<file path="src/rtl/div_pkg.sv">
// -----------------------------------------------------------------------------
// div_pkg
// Shared declarations for the sequential unsigned divider (div16u8_seq).
//   div_state_t : controller states (IDLE / CALC / DONE)
//   DIV_W       : default divisor / quotient / remainder width
//   div_trunc() : approximate-build dividend truncation (zeroes the low DIV_W/2
//                 bits, matching the dropped low product bits of the
//                 approximate multipliers this divider is paired with)
// -----------------------------------------------------------------------------
package div_pkg;

  localparam int DIV_W = 8;

  typedef enum logic [1:0] {
    IDLE = 2'd0,
    CALC = 2'd1,
    DONE = 2'd2
  } div_state_t;

  function automatic logic [2*DIV_W-1:0] div_trunc(input logic [2*DIV_W-1:0] dividend);
    logic [2*DIV_W-1:0] d;
    d = dividend;
    d[DIV_W/2-1:0] = '0;
    return d;
  endfunction

endpackage : div_pkg

</file>
<file path="src/rtl/div_step.sv">
// -----------------------------------------------------------------------------
// div_step
// One combinational restoring-division step.
//   rem      in  W   partial remainder (always < divisor on entry)
//   in_bit   in  1   next dividend bit, MSB first
//   divisor  in  W   divisor
//   rem_next out W   partial remainder after this step
//   q_bit    out 1   resolved quotient bit
// -----------------------------------------------------------------------------
module div_step
  import div_pkg::*;
#(
  parameter int W = DIV_W
) (
  input  logic [W-1:0] rem,
  input  logic         in_bit,
  input  logic [W-1:0] divisor,
  output logic [W-1:0] rem_next,
  output logic         q_bit
);

  logic [W:0] trial;
  logic [W:0] diff;

  assign trial = {rem, in_bit};
  assign diff  = trial - {1'b0, divisor};
  assign q_bit = (trial >= {1'b0, divisor});

  // Because rem < divisor, trial < 2*divisor, so trial - divisor < divisor and
  // the subtracted value always fits back into W bits.
  assign rem_next = q_bit ? diff[W-1:0] : trial[W-1:0];

endmodule : div_step

</file>
<file path="src/rtl/div16u8_seq.sv">
// -----------------------------------------------------------------------------
// div16u8_seq
// Sequential unsigned 2W / W restoring divider with valid/ready handshakes.
// One quotient bit is resolved per CALC cycle; divide-by-zero and quotient
// overflow are detected at accept time and reported with an all-ones quotient
// and a zero remainder.
//
// Ports:
//   clk        in   1    rising-edge clock
//   rst        in   1    synchronous, active-high reset
//   in_valid   in   1    operand pair valid
//   in_ready   out  1    ready for operands (IDLE only, from state alone)
//   dividend   in   2W   unsigned dividend
//   divisor    in   W    unsigned divisor
//   out_valid  out  1    result valid (DONE only, from state alone)
//   out_ready  in   1    consumer accepts result
//   quotient   out  W    unsigned quotient
//   remainder  out  W    unsigned remainder
//   dz         out  1    divide-by-zero flag
//   ovf        out  1    quotient-overflow flag
//
// Build option:
//   DIV16U8_SEQ_APPROX_EN  when defined, the low W/2 dividend bits are forced
//                          to zero before the checks and the iterations.
//                          Latency and handshake are unchanged.
// -----------------------------------------------------------------------------
module div16u8_seq
  import div_pkg::*;
#(
  parameter int W = DIV_W
) (
  input  logic           clk,
  input  logic           rst,
  input  logic           in_valid,
  output logic           in_ready,
  input  logic [2*W-1:0] dividend,
  input  logic [W-1:0]   divisor,
  output logic           out_valid,
  input  logic           out_ready,
  output logic [W-1:0]   quotient,
  output logic [W-1:0]   remainder,
  output logic           dz,
  output logic           ovf
);

  localparam int CW = $clog2(W);

  div_state_t state, state_next;

  // Working registers of the iteration.
  logic [W-1:0]  dvsr_q;
  logic [W-1:0]  rem_q;
  logic [W-1:0]  shreg_q;
  logic [W-1:0]  quot_q;
  logic [CW-1:0] cnt_q;

  logic [2*W-1:0] dvd_eff;
  logic           in_dz;
  logic           in_ovf;
  logic           calc_last;
  logic [W-1:0]   step_rem;
  logic           step_q;

  // ---------------------------------------------------------------------------
  // Effective dividend
  // ---------------------------------------------------------------------------
`ifdef DIV16U8_SEQ_APPROX_EN
  generate
    if (W == DIV_W) begin : g_trunc_pkg
      assign dvd_eff = div_trunc(dividend);
    end else begin : g_trunc_inline
      assign dvd_eff = {dividend[2*W-1:W/2], {(W/2){1'b0}}};
    end
  endgenerate
`else
  assign dvd_eff = dividend;
`endif

  // The quotient fits in W bits only when the high half is below the divisor.
  assign in_dz     = (divisor == '0);
  assign in_ovf    = !in_dz && (dvd_eff[2*W-1:W] >= divisor);
  assign calc_last = (cnt_q == CW'(W - 1));

  // ---------------------------------------------------------------------------
  // Single shared restoring step, fed with the dividend bits MSB first
  // ---------------------------------------------------------------------------
  div_step #(.W(W)) u_step (
    .rem      (rem_q),
    .in_bit   (shreg_q[W-1]),
    .divisor  (dvsr_q),
    .rem_next (step_rem),
    .q_bit    (step_q)
  );

  // ---------------------------------------------------------------------------
  // FSM: state register
  // ---------------------------------------------------------------------------
  // NOTE: clocked state uses non-blocking assignments so every register samples
  // the pre-edge values regardless of the order the processes are evaluated.
  always_ff @(posedge clk) begin
    if (rst) state <= IDLE;
    else     state <= state_next;
  end

  // ---------------------------------------------------------------------------
  // FSM: next-state logic
  // ---------------------------------------------------------------------------
  // NOTE: the default assignment at the top keeps this block free of latches
  // on any path that does not explicitly assign state_next.
  always_comb begin
    state_next = state;
    unique case (state)
      IDLE: if (in_valid)  state_next = (in_dz || in_ovf) ? DONE : CALC;
      CALC: if (calc_last) state_next = DONE;
      DONE: if (out_ready) state_next = IDLE;
      default:             state_next = IDLE;
    endcase
  end

  // ---------------------------------------------------------------------------
  // FSM: outputs (state only, no combinational handshake paths)
  // ---------------------------------------------------------------------------
  always_comb begin
    in_ready  = (state == IDLE);
    out_valid = (state == DONE);
  end

  // ---------------------------------------------------------------------------
  // Datapath
  // ---------------------------------------------------------------------------
  always_ff @(posedge clk) begin
    if (rst) begin
      dvsr_q    <= '0;
      rem_q     <= '0;
      shreg_q   <= '0;
      quot_q    <= '0;
      cnt_q     <= '0;
      quotient  <= '0;
      remainder <= '0;
      dz        <= 1'b0;
      ovf       <= 1'b0;
    end else begin
      unique case (state)
        IDLE: begin
          if (in_valid) begin
            dvsr_q  <= divisor;
            rem_q   <= dvd_eff[2*W-1:W];
            shreg_q <= dvd_eff[W-1:0];
            quot_q  <= '0;
            cnt_q   <= '0;
            if (in_dz || in_ovf) begin
              quotient  <= '1;
              remainder <= '0;
              dz        <= in_dz;
              ovf       <= in_ovf;
            end
          end
        end

        CALC: begin
          rem_q   <= step_rem;
          shreg_q <= {shreg_q[W-2:0], 1'b0};
          quot_q  <= {quot_q[W-2:0], step_q};
          cnt_q   <= cnt_q + CW'(1);
          // The final step writes straight into the result registers so the
          // result is presented the cycle DONE is entered.
          if (calc_last) begin
            quotient  <= {quot_q[W-2:0], step_q};
            remainder <= step_rem;
          end
        end

        DONE: begin
          if (out_ready) begin
            dz  <= 1'b0;
            ovf <= 1'b0;
          end
        end

        default: ;
      endcase
    end
  end

endmodule : div16u8_seq
</file>
<file path="config.mk">
export PLATFORM = sky130hd
export DESIGN_NAME = div16u8_seq
export DESIGN_NICKNAME = d
export VERILOG_FILES = /design/src/rtl/div_pkg.sv /design/src/rtl/div_step.sv /design/src/rtl/div16u8_seq.sv
export SDC_FILE = /design/constraint.sdc
export NUM_CORES = 1
export LEC_CHECK = 0
export BUFFER_PORTS_ARGS = -buffer_cell sky130_fd_sc_hd__buf_2
export CAP_MARGIN = 25
export CORE_MARGIN = 4
export CORE_UTILIZATION = 30
export CTS_BUF_LIST = sky130_fd_sc_hd__clkbuf_16
export DETAILED_ROUTE_END_ITERATION = 6
export PLACE_DENSITY_LB_ADDON = 0.25
export SLEW_MARGIN = 0
export SYNTH_ARGS = -nofsm -noshare
export SYNTH_HDL_FRONTEND = slang
export SYNTH_SLANG_ARGS = --single-unit
</file>
<file path="constraint.sdc">
create_clock -name clk -period 5.3 [get_ports clk]
set_input_delay 1.06 -clock clk [delete_from_list [all_inputs] [get_ports clk]]
set_output_delay 1.06 -clock clk [all_outputs]
set_load 0.03 [all_outputs]
</file>
==> metrics.sh <==
SETUP_TOTAL_NEGATIVE_SLACK_NS=0
GRT_SETUP_UNREPAIRED='false'
REGISTER_AREA_UM2=1080
SYNTH_EDF_COUNT=0
CRIT_BUF_INV=3
SYNTH_WARNINGS=0
UTILIZATION_PCT=36.4
CP_CELL_SEQUENCE='buf_2, inv_1, ha_1, nand2b_4, a2111oi_4, o311ai_2, buf_4, a211oi_4, a211o_1'
LARGEST_NET_DEGREE_AT_THE_START_OF_GLOBAL_ROUTING=52
DRT_DRC_VIOLATIONS_LEFT=0
REPORT.FINAL.SETUP_VIOL=0
GRT_PASS1_WL_MM=12.6
CELLPOWERDENSITY_nW_PER_UM2=354
PLACE_HPWL_MM=5.49
IR_DROP_mV=0.144
POST_DP_CELL_AREA_UM2=3260
START_UTIL_PCT=31.2
HTREEDEPTH=2
DRT_FIRST_PASS_ITERS=5
PORT_BUFFERS=47
SYNTH_LARGEST_AREA_CELL='sky130_fd_sc_hd__dfxtp_1'
MAPPEDNETLISTAREA_UM2=2930
YOSYSSEQAREASHARE_PCT=36.9
YOSYS_MOST_USED_DFF='sky130_fd_sc_hd__dfxtp_1'
SYN2LAYOUT_AREA_GROWTH_PCT=16.6
SETUP_SKEW_AFTER_LAYOUT_NS=0.00460
WORST_SLEW_MARGIN_REL_PCT=33.7
GRT_TOTAL_OVFL=0
CTS.SINK_COUNT=54
FP.DIEW_UM=107
REPORT.FINAL.HOLD_VIOL_COUNT=0
FINAL_AREA_UM2=3410
VIA_PER_INST=4.99
GRT_PASS1_VIAS=2494
POST_CTS.REPAIR.SETUP_BUFFERS=0
YS_ASYNC_SR_FRACTION_PCT=0
CLOCK_TREE.BUFFER_DEPTH=2
NUMBER_OF_CELLS_UPSIZED_OR_DOWNSIZED_AFTER_CTS=0
NUMCTSBUFFERS=5
WORSTPATHARRIVAL_NS=2.97
FLOORPLAN.IO_PINS=48
CRIT_SLOWEST_CELL='sky130_fd_sc_hd__a2111oi_4'
PLACE.DETAILED.INSTANCES=508
FLOORPLAN.DIE_AREA_UM2=11400
POST_LAYOUT_NONFILLER_INSTANCES=517
CTS.CLK_SLEW.WORST_PATHS_NS=0.07
POST-ROUTE-PERIOD-UTIL_PCT=51.4
VIAS=2582
FLOORPLAN.CORE_AREA_UM2=9370
POWER_mW=1.21
CP-START-KIND='primary input'
NUMBER_OF_ANTENNA_VIOLATIONS_AT_THE_FIRST_CHECK_IN_GLOBAL_ROUTING=0
GRT_USAGE_PCT=13.6
FILL_CELLS=1033
RUN_STATUS='complete, no violations'
WORST_SLEW_PIN_SLEW_NS=0.995
MULTIINPUTGATEAREA_UM2=1660
HOLD_PATH.CLASS='reg -> reg'
DRTANTENNAVIOLNETS=0
CLOCKROOTBUFFER='sky130_fd_sc_hd__clkbuf_16'
TOTALWIRELENGTH_MM=7.45
NETLIST_TOP_CELLS_AREA='sky130_fd_sc_hd__dfxtp_1 (37%), sky130_fd_sc_hd__ha_1 (7.7%), sky130_fd_sc_hd__nand2_1 (6.9%), sky130_fd_sc_hd__a21oi_1 (5.1%), sky130_fd_sc_hd__a211oi_1 (3.6%)'
FINAL_LAYOUT_SIZE_SUFFIX_GT1_SHARE_PCT=19.3
CRITICAL_PATH_REQUIRED_NS=5.54
DRT_FIRST_ITER_VIOLATIONS=144
CRIT_FAMILY='compound AO/OA/AOI/OAI gates'
CP-END-KIND='register'
CTS_HOLD_REPAIR.BUFFERS=0
SLEW_VIOL_FINAL=0
CP_SLOWEST_STAGE_DELAY_NS=0.45
CLK_LATENCY_NS=0.30
FP-ROW-COUNT=35
WORST-PATH-MAX-FANOUT=11
CRITICAL_PATH_CLASS='in -> reg'
CLOCK.FMAX_MHz=367
POST_SYNTH_INST_COUNT=350
ANTENNA_CELLS_INSERTED=0
FIN_NETS=434
YOSYSTOPAREACELLSHARE_PCT=36.9
YS_FF_LATCH=54
DIEHEIGHT_UM=107
LEAKAGE_nW=1.44
AVERAGE_WIRE_PER_CELL_IN_THE_ROUTED_DESIGN_UM=14.4
MAXCAPVIOLATIONS=0
GPL.FINAL_WEIGHTED_CONGESTION=0.776
AVGSYNTHCELLAREA_UM2=8.37
SYNTH_NETS=397
CLOCK_TREE_FROM_TRITONCTS='built'
FINAL.MIN_CLOCK_PERIOD_NS=2.72
YOSYS.CELL_TYPES.COUNT=55
## Yosys cell counts (2+ instances only)
master and count:
sky130_fd_sc_hd__dfxtp_1 54, sky130_fd_sc_hd__a211oi_1 14, sky130_fd_sc_hd__o2bb2ai_1 7, sky130_fd_sc_hd__nand4_1 2, sky130_fd_sc_hd__nand3_1 13, sky130_fd_sc_hd__nand2_1 54
sky130_fd_sc_hd__buf_1 2, sky130_fd_sc_hd__nand2b_1 4, sky130_fd_sc_hd__or4_1 3, sky130_fd_sc_hd__inv_1 22, sky130_fd_sc_hd__a31o_2 5, sky130_fd_sc_hd__clkbuf_1 12
sky130_fd_sc_hd__nor2_1 23, sky130_fd_sc_hd__o21a_1 2, sky130_fd_sc_hd__mux2i_1 6, sky130_fd_sc_hd__nor4_1 9, sky130_fd_sc_hd__a21o_1 4, sky130_fd_sc_hd__xor2_1 3
sky130_fd_sc_hd__ha_1 18, sky130_fd_sc_hd__a211o_1 2, sky130_fd_sc_hd__o21ai_0 7, sky130_fd_sc_hd__nor3_1 8, sky130_fd_sc_hd__a311oi_1 7, sky130_fd_sc_hd__buf_2 7
sky130_fd_sc_hd__nor2b_1 3, sky130_fd_sc_hd__a21oi_1 30
## worst register-to-register path, delay by kind of cell (launching register included)
family                   cells  cell delay (ns)
buffers and inverters        1             0.05
adder cells (fa/ha/maj)      1             0.38
flip-flops                   1             0.33
multiplexers                 1             0.39
AO/OA/AOI/OAI                4             1.09
## cell usage in the layout (no fill, tap or decap), types with 2 or more instances in the layout
cell,n
sky130_fd_sc_hd__a31o_2,5
sky130_fd_sc_hd__clkbuf_16,5
sky130_fd_sc_hd__a211oi_1,14
sky130_fd_sc_hd__inv_1,22
sky130_fd_sc_hd__o2bb2ai_1,7
sky130_fd_sc_hd__nand2_1,54
sky130_fd_sc_hd__ha_1,18
sky130_fd_sc_hd__or4_1,3
sky130_fd_sc_hd__mux2i_1,6
sky130_fd_sc_hd__o21ai_0,7
sky130_fd_sc_hd__nand2b_1,4
sky130_fd_sc_hd__a21o_1,4
sky130_fd_sc_hd__a211o_1,2
sky130_fd_sc_hd__a311oi_1,7
sky130_fd_sc_hd__nor3_1,8
sky130_fd_sc_hd__nand4_1,2
sky130_fd_sc_hd__buf_2,47
sky130_fd_sc_hd__inv_6,2
sky130_fd_sc_hd__o21a_1,2
sky130_fd_sc_hd__nor2b_1,3
sky130_fd_sc_hd__xor2_1,3
sky130_fd_sc_hd__a21oi_1,30
sky130_fd_sc_hd__nand3_1,13
sky130_fd_sc_hd__dfxtp_1,54
sky130_fd_sc_hd__buf_4,5
sky130_fd_sc_hd__nor2_1,23
sky130_fd_sc_hd__nor4_1,9
## path summary, 6_finish.rpt
check	startpoint	to	slack (ns)	cells past startpoint
min reg2reg	dvsr_q[7]$_SDFFE_PP0P_	dvsr_q[7]$_SDFFE_PP0P_	0.46	2
max reg2reg	dvsr_q[6]$_SDFFE_PP0P_	rem_q[6]$_SDFFE_PP0P_	2.90	7
min	dvsr_q[7]$_SDFFE_PP0P_	dvsr_q[7]$_SDFFE_PP0P_	0.46	2
max	dividend[8]	remainder[5]$_SDFFE_PP0P_	2.58	9
## state kept, by name, indices dropped and copies added (netlist names)
name	flops
dvsr_q	8
state	2
quotient	8
ovf	1
remainder	8
cnt_q	3
rem_q	8
dz	1
quot_q	7
shreg_q	8
## layer usage
metal | up-vias | share of wire [%] | track usage (%) | wire (um)
met5 | - | 0 | 0 | 0
met4 | 0 | 1.2 | 3.84 | 93
met3 | 7 | 3.1 | 1.87 | 229
met2 | 54 | 46 | 21.8 | 3410
met1 | 1186 | 50 | 19.1 | 3710
li1 | 1335 | - | - | -
## through the flow
stage | setup WS, ns | hold WS, ns
3_5_place_dp | 1.96 | 0.447
5_1_grt | 2.49 | 0.485
2_1_floorplan | 2.64 | 0.436
6_report | 2.58 | 0.460
4_1_cts | 2.28 | 0.462
3_3_place_gp | 1.98 | 0.436
## cells by family after synthesis
kind of cell,share of synthesized area (%)
buffers and inverters,6.32
and+or+nand+nor,21.0
AOI/OAI and AO/OA,24.0
xor gates and xnor gates,0.898
DFF,36.9
muxes,2.44
adders and majority gates,8.38
## layout make-up
class / instances / area share, %
multi-input cells: 251 / 48.7
flip-flops and latches: 54 / 31.7
repair buffers: 52 / 7.99
well taps: 129 / 4.73
clock buffers: 5 / 3.66
inverters: 23 / 2.53
clock inverters: 3 / 0.770
## report_power, final
group / total, mW / switching (mW) / internal [mW]
Sequential: 0.465 / 0.0236 / 0.441
Combinational: 0.402 / 0.253 / 0.150
Clock: 0.341 / 0.161 / 0.180
Note: power is estimated with default switching activity, not from simulation.
